--- src/rtl/uart_rx.sv ---
// 8N1 UART receiver: 2-flop synchronizer, mid-bit sampling, one-cycle valid / framing-error pulses.
// Optional build macro UART_RX_MAJORITY_EN: 2-of-3 vote around every sample point.
module uart_rx #(
    parameter int unsigned CLOCK_FREQ = 100_000_000,
    parameter int unsigned BAUD_RATE  = 9600
) (
    input  logic       clk,
    input  logic       rst,
    input  logic       rx,
    output logic [7:0] rx_data,
    output logic       rx_valid,
    output logic       frame_err,
    output logic       busy
);
    localparam int unsigned BAUD_TICK = CLOCK_FREQ / BAUD_RATE;
    localparam int unsigned HALF_TICK = BAUD_TICK / 2;
    localparam int unsigned CNT_W     = 16;
    localparam int unsigned BIT_W     = 3;
    localparam int unsigned DATA_W    = 8;

    localparam logic [CNT_W-1:0] HALF_LAST = CNT_W'(HALF_TICK - 1);
    localparam logic [CNT_W-1:0] BAUD_LAST = CNT_W'(BAUD_TICK - 1);

    typedef enum logic [2:0] {
        S_IDLE  = 3'd0,
        S_START = 3'd1,
        S_DATA  = 3'd2,
        S_STOP  = 3'd3,
        S_BREAK = 3'd4
    } state_e;

    state_e              state_q, state_d;
    logic [1:0]          sync_q;
    logic [CNT_W-1:0]    cnt_q, cnt_d;
    logic [BIT_W-1:0]    bit_q, bit_d;
    logic [DATA_W-1:0]   shift_q, shift_d;
    logic [DATA_W-1:0]   data_q, data_d;
    logic                valid_q, valid_d;
    logic                ferr_q, ferr_d;
    logic                busy_q, busy_d;

    logic                rx_s;
    logic [CNT_W-1:0]    last_cnt;
    logic                at_sample;
    logic                sample_bit;

    assign rx_s      = sync_q[1];
    assign last_cnt  = (state_q == S_START) ? HALF_LAST : BAUD_LAST;
    assign at_sample = (cnt_q == last_cnt);

    // Synchronizer idles high so reset never looks like a start bit.
    always_ff @(posedge clk or posedge rst) begin
        if (rst) begin
            sync_q <= 2'b11;
        end else begin
            sync_q <= {sync_q[0], rx};
        end
    end

`ifdef UART_RX_MAJORITY_EN
    logic [1:0] vote_q, vote_d;

    // Capture the two samples preceding the decision point.
    always_comb begin
        vote_d = vote_q;
        if (cnt_q == last_cnt - CNT_W'(2)) vote_d[0] = rx_s;
        if (cnt_q == last_cnt - CNT_W'(1)) vote_d[1] = rx_s;
    end

    always_ff @(posedge clk or posedge rst) begin
        if (rst) begin
            vote_q <= 2'b11;
        end else begin
            vote_q <= vote_d;
        end
    end

    assign sample_bit = (vote_q[0] & vote_q[1]) | (vote_q[0] & rx_s) | (vote_q[1] & rx_s);
`else
    assign sample_bit = rx_s;
`endif

    always_ff @(posedge clk or posedge rst) begin
        if (rst) begin
            state_q <= S_IDLE;
            cnt_q   <= '0;
            bit_q   <= '0;
            shift_q <= '0;
            data_q  <= '0;
            valid_q <= 1'b0;
            ferr_q  <= 1'b0;
            busy_q  <= 1'b0;
        end else begin
            state_q <= state_d;
            cnt_q   <= cnt_d;
            bit_q   <= bit_d;
            shift_q <= shift_d;
            data_q  <= data_d;
            valid_q <= valid_d;
            ferr_q  <= ferr_d;
            busy_q  <= busy_d;
        end
    end

    always_comb begin
        state_d = state_q;
        cnt_d   = cnt_q + CNT_W'(1);
        bit_d   = bit_q;
        shift_d = shift_q;
        data_d  = data_q;
        valid_d = 1'b0;
        ferr_d  = 1'b0;

        unique case (state_q)
            S_IDLE: begin
                cnt_d = '0;
                bit_d = '0;
                if (!rx_s) state_d = S_START;
            end
            S_START: begin
                if (at_sample) begin
                    cnt_d   = '0;
                    bit_d   = '0;
                    state_d = sample_bit ? S_IDLE : S_DATA;
                end
            end
            S_DATA: begin
                if (at_sample) begin
                    cnt_d   = '0;
                    shift_d = {sample_bit, shift_q[DATA_W-1:1]};
                    if (bit_q == BIT_W'(DATA_W - 1)) begin
                        state_d = S_STOP;
                    end else begin
                        bit_d = bit_q + BIT_W'(1);
                    end
                end
            end
            S_STOP: begin
                if (at_sample) begin
                    cnt_d = '0;
                    if (sample_bit) begin
                        data_d  = shift_q;
                        valid_d = 1'b1;
                        state_d = S_IDLE;
                    end else begin
                        ferr_d  = 1'b1;
                        state_d = S_BREAK;
                    end
                end
            end
            // Hold here until the line releases so a stuck-low line is not decoded as 0x00 frames.
            S_BREAK: begin
                cnt_d = '0;
                if (rx_s) state_d = S_IDLE;
            end
            default: begin
                cnt_d   = '0;
                state_d = S_IDLE;
            end
        endcase

        busy_d = (state_d != S_IDLE);
    end

    assign rx_data   = data_q;
    assign rx_valid  = valid_q;
    assign frame_err = ferr_q;
    assign busy      = busy_q;

endmodule

--- config.mk ---
export PLATFORM = sky130hd
export DESIGN_NAME = uart_rx
export DESIGN_NICKNAME = d
export VERILOG_FILES = /design/src/rtl/uart_rx.sv
export SDC_FILE = /design/constraint.sdc
export NUM_CORES = 1
export LEC_CHECK = 0
export ABC_AREA = 1
export CORE_MARGIN = 8
export CORE_UTILIZATION = 30
export DETAILED_ROUTE_END_ITERATION = 10
export SYNTH_ARGS = -nofsm -noshare
export SYNTH_HDL_FRONTEND = slang
export SYNTH_SLANG_ARGS = --single-unit
--- constraint.sdc ---
create_clock -name clk -period 3.2 [get_ports clk]
set_input_delay 0.32 -clock clk [delete_from_list [all_inputs] [get_ports clk]]
set_output_delay 0.32 -clock clk [all_outputs]
set_load 0.01 [all_outputs]
### Yosys cells after proc, flatten, opt, wreduce, memory -nomap -nowiden

Cells that the tools add are included.

| cells by class | value |
|---|---|
| $add $sub $neg | 2 |
| equality and inequality tests | 9 |
| mux-type cells | 22 |
| reductions and logical operators | 7 |

Operators with widths:

| operator | count |
|---|---|
| 16-bit two-way mux | 2 |
| 3-bit two-way mux | 10 |
| 16-bit by 1-bit adder with 16-bit output (second input constant) | 1 |
| 16-bit by 14-bit == test with 1-bit output | 1 |
| 3-bit case mux with 5 select lines | 1 |
| 14-bit two-way mux | 1 |
| 3-bit case mux with 3 select lines | 1 |
| 3-bit by 2-bit == test with 1-bit output (second input constant) | 2 |
| 3-bit == test (second input constant) | 2 |
| 1-bit two-way mux | 6 |
| 2-bit inequality test (second input constant) | 3 |
| 3-bit nonzero test | 2 |
| 4-bit AND reduction | 1 |
| 3-bit by 1-bit adder with 3-bit output (second input constant) | 1 |
| 3-bit by 1-bit == test with 1-bit output (second input constant) | 1 |
| 3-bit logical NOT | 1 |
| 3-bit AND reduction | 1 |
| 3-bit OR reduction | 1 |
| 2-bit two-way mux | 1 |
| 2-bit AND reduction | 1 |

| storage, ports and cells | value |
|---|---|
| register bits after elaboration | 43 |
| output and inout port bits | 11 |
| logic and storage cells | 49 |

### Depth between registers and ports, before layout

| depth | value |
|---|---|
| word-level depth | 6 |
| gate-level depth with buffers | 13 |
| gate-level depth less buffers | 12 |

### Worst setup path after synthesis

OpenSTA, ideal clock, no wires.

| timing path | value |
|---|---|
| path type | flip-flop to flip-flop |
| start point | reg cnt_q[0] |
| end point | reg data_q[7] (netlist: rx_data[7]) |
| setup time | 0.118 ns |
| arrival time | 1.453 ns |
| data required time | 3.082 ns |
| path slack | 1.629 ns |
| stages on the path, launching flop included | 12 |
| cell sequence | dfrtp_1 -> ha_1 -> nand2_2 -> nor2_1 -> nand3_1 -> nor2_2 -> nand3_2 -> inv_2 -> nand2_4 -> buf_6 -> nand2_2 -> o21ai_2 |

| on the way | value |
|---|---|
| cells in the longest elaborated chain, start to end | 2 |

Ends and longest elaborated chain:

| what | line | text |
|---|---|---|
| start, declared | 34 | `logic [CNT_W-1:0] cnt_q, cnt_d;` |
| start signal, assigned | 95 | `cnt_q <= cnt_d;` |
| 16-bit by 14-bit == test with 1-bit output | 49 | `assign at_sample = (cnt_q == last_cnt);` |
| 3-bit AND reduction (no source line) | -- |  |
| end signal, assigned | 98 | `data_q <= data_d;` |
| end, declared | 37 | `logic [DATA_W-1:0] data_q, data_d;` |

No other way between the ends.
A chain may end at the register's enable or synchronous reset.

### Worst setup path after layout

| timing path | value |
|---|---|
| start point | reg cnt_q[0] |
| end point | reg busy_q (netlist: busy) |

| on the way | value |
|---|---|
| cells in the longest elaborated chain, start to end | 4 |

Ends and longest elaborated chain:

| what | line | text |
|---|---|---|
| 16-bit by 14-bit == test with 1-bit output * | 49 |  |
| 3-bit two-way mux (on tied branches) | 139, 121, 128 |  |
| 3-bit case mux with 5 select lines * | 114 | `unique case (state_q)` |
| 3-bit nonzero test * | 162 | `busy_d = (state_d != S_IDLE);` |
| via busy_d | 40 | `logic busy_q, busy_d;` |
| end signal, assigned | 101 | `busy_q <= busy_d;` |
| end, declared | 40 |  |

The timed path passes the listed nets; every way through them passes the cells marked *.

==> flow_summary.yaml <==
place:
  gp_congestion: 0.881
  io_buffers: 13
  post-place-ws_ps: 1390
  hpwlAfterDp_um: 2870
global_route:
  grt_pass1_vias: 1542
  grtUsageTotal_pct: 8.49
  grt_max_degree: 31
  antenna_found_initial: 0
  grt_pass1_wl_um: 7040
  grt_overflow_total: 0
cells_and_area:
  nets: 276
  areaGrowthSynthToFinish_pct: 15.3
  drive_gt1_share_pct: 19.2
  insertedDiodeCount: 0
  fillers: 757
clock_tree:
  cts_hold_buf: 0
  clock_latency_ps: 290
  cts_buffers: 5
  cts.sinks: 43
  htreeDepth: 2
  root_buffer: "clkbuf_8"
  clk_path_buf_depth: 2
  cts_tree: "built"
  postCtsResizedCells: 0
  path_clk_slew_ps: 90
  cts_setup_buffers: 0
synthesis:
  synth_edf_count: 0
  synth.avg_cell_area_um2: 8.57
  synth_top_cell_by_area: "dfrtp_1"
  synth_top_area_share_pct: 47.3
  synth_nets: 259
  ys_warn_count: 0
  ys_seq_area_share_pct: 49.7
  synthTopCellsByArea: "dfrtp_1, nand2_1, o21ai_2"
  synth_ff_type: "dfrtp_1"
  synth_most_common_cell: "nand2_1"
  async_reset_ff_share_pct: 100
  ys_ff_latch: 43
  syn_area_um2: 2170
  synth.distinct_cells: 28
  synth_cells: 253
  synthTopCellsByCount: "nand2_1, dfrtp_1, inv_1"
floorplanning:
  rows: 31
  pin_count: 14
  core_area_um2: 7140
  dieArea_um2: 10200
  die_h_um: 101
  start_util_pct: 30.4
  die_w_um: 101
timing:
  fin_skew_ps: 11.4
  maxSlewViolCount: 0
  rsz0062_at_grt: "false"
  hold_ws_ps: 360
  finalCriticalPeriod_ps: 1820
  hold_violations: 0
  fin_ws_ps: 1380
  worstMarginPinSlew_ps: 1110
  post-route-period-util_pct: 56.8
  setup_tns_ps: 0
  setup_viol: 0
  maxSlewHeadroom_pct: 25.3
  fmax_ghz: 0.550
drt:
  wirelength_um: 3840
  via_per_inst: 4.22
  drtIter0Drc: 39
  ant_nets: 0
  num_vias: 1563
  routedWlPerCell_um: 10.4
  firstDrtPassIters: 4
  drc: 0
setup_path:
  path_max_fanout: 17
  cp-end-kind: "flip-flop"
  critPathRequiredTime_ps: 3430
  worstSetupPathType: "flip-flop to flip-flop"
  worstSetupStartpointType: "flip-flop"
  cp.arrival_ps: 2050
job:
  maxCapViolations: 0
pwr:
  p_clk_share_pct: 42.7
  p_int_uw: 781
  p_switching_uw: 199
  pwr-share-comb_pct: 1.5
  p_per_area_nw_per_um2: 392
  peakVddDrop_mv: 0.254
  power_leakage_nw: 1.19
  power_frac_seq_pct: 55.8
  sw_frac_of_total_pct: 20.3
min_path:
  min_path_type: "flip-flop to flip-flop"
status:
  status: "finished clean"
[routing by layer]
metal,vias to the layer above,GRT usage [%],wire (um)
li1,827,-,-
met1,708,10.8,1860
met2,22,13.6,1780
met3,6,1.66,107
met4,0,3.67,85
met5,-,0,0
[metrics by stage]
| stage | cells | area [um^2] | power (mW) | utilization, % |
|---|---|---|---|---|
| 2_1_floorplan | 253 | 2170 | 0.566 | - |
| 3_3_place_gp | 362 | 2390 | 0.573 | 33.5 |
| 3_5_place_dp | 362 | 2390 | 0.574 | 33.5 |
| 4_1_cts | 370 | 2500 | 1.00 | 35.0 |
| 5_1_grt | 370 | 2500 | 1.02 | 35.0 |
| 6_report | 370 | 2500 | 0.980 | 35.0 |
[cell type report]
type / count / area, um^2 / share of cell area [%]
flip-flops and latches: 43 / 1080 / 43.1
multi-input cells: 165 / 895 / 35.8
inverters: 41 / 154 / 6.15
repair buffers: 14 / 138 / 5.50
well taps: 99 / 124 / 4.95
clock buffers: 5 / 68.8 / 2.75
clock inverters: 3 / 43.8 / 1.75
[path summary, 6_finish.rpt]
kind	startpoint	endpoint	slack, ps	cells past startpoint
worst max register to register	cnt_q[0]	busy	1380	9
worst min-delay path	sync_q[0]	sync_q[1]	360	0
max in group asynchronous	rst	cnt_q[13]	2030	3
worst max-delay path	cnt_q[0]	busy	1380	9
worst min register to register	sync_q[0]	sync_q[1]	360	0
min in group asynchronous	rst	cnt_q[4]	480	2
[cell usage in the layout (no fill, tap or decap), drive strengths merged, types with 5 or more instances in the layout]
| master | Yosys | final |
|---|---|---|
| nor3 | 5 | 5 |
| clkbuf | 0 | 5 |
| inv | 39 | 38 |
| nor2 | 35 | 35 |
| dfrtp | 41 | 41 |
| xor2 | 5 | 5 |
| o21ai | 25 | 25 |
| nand3 | 16 | 16 |
| clkdlybuf4s50 | 0 | 13 |
| nand2 | 62 | 62 |
| clkinv | 2 | 5 |
[flip-flops by register name, summed over array words and instances (netlist names)]
name,count
shift_q,8
bit_q,3
cnt_q,16
busy,1
sync_q,2
state_q,3
rx_valid,1
rx_data,8
frame_err,1
[logic make-up after synthesis]
group | synth area share (%)
and+or+nand+nor | 27.3
buffers and inverters | 9.00
DFF | 49.7
AOI/OAI and AO/OA | 9.81
xor gates and xnor gates | 2.42
adders and majority gates | 1.73
[critical path, cell delays in order, from the launching register on]
cell and delay, ps:
dfrtp_1 380, ha_1 190, nand2_2 90, nor2_1 140, nand3_1 100, nor2_2 180, nand3_2 340, nor2_1 200
nor2_1 70, nand3_1 80
[power by group through the flow]
| stage | registers (mW) | logic, mW | clock network [mW] |
|---|---|---|---|
| 2_1_floorplan | 0.557 | 0.00885 | 0 |
| 3_3_place_gp | 0.557 | 0.0162 | 0 |
| 3_5_place_dp | 0.557 | 0.0163 | 0 |
| 4_1_cts | 0.547 | 0.0164 | 0.437 |
| 5_1_grt | 0.547 | 0.0180 | 0.456 |
| 6_report | 0.547 | 0.0151 | 0.418 |
Note: power is estimated with default switching activity, not from simulation.
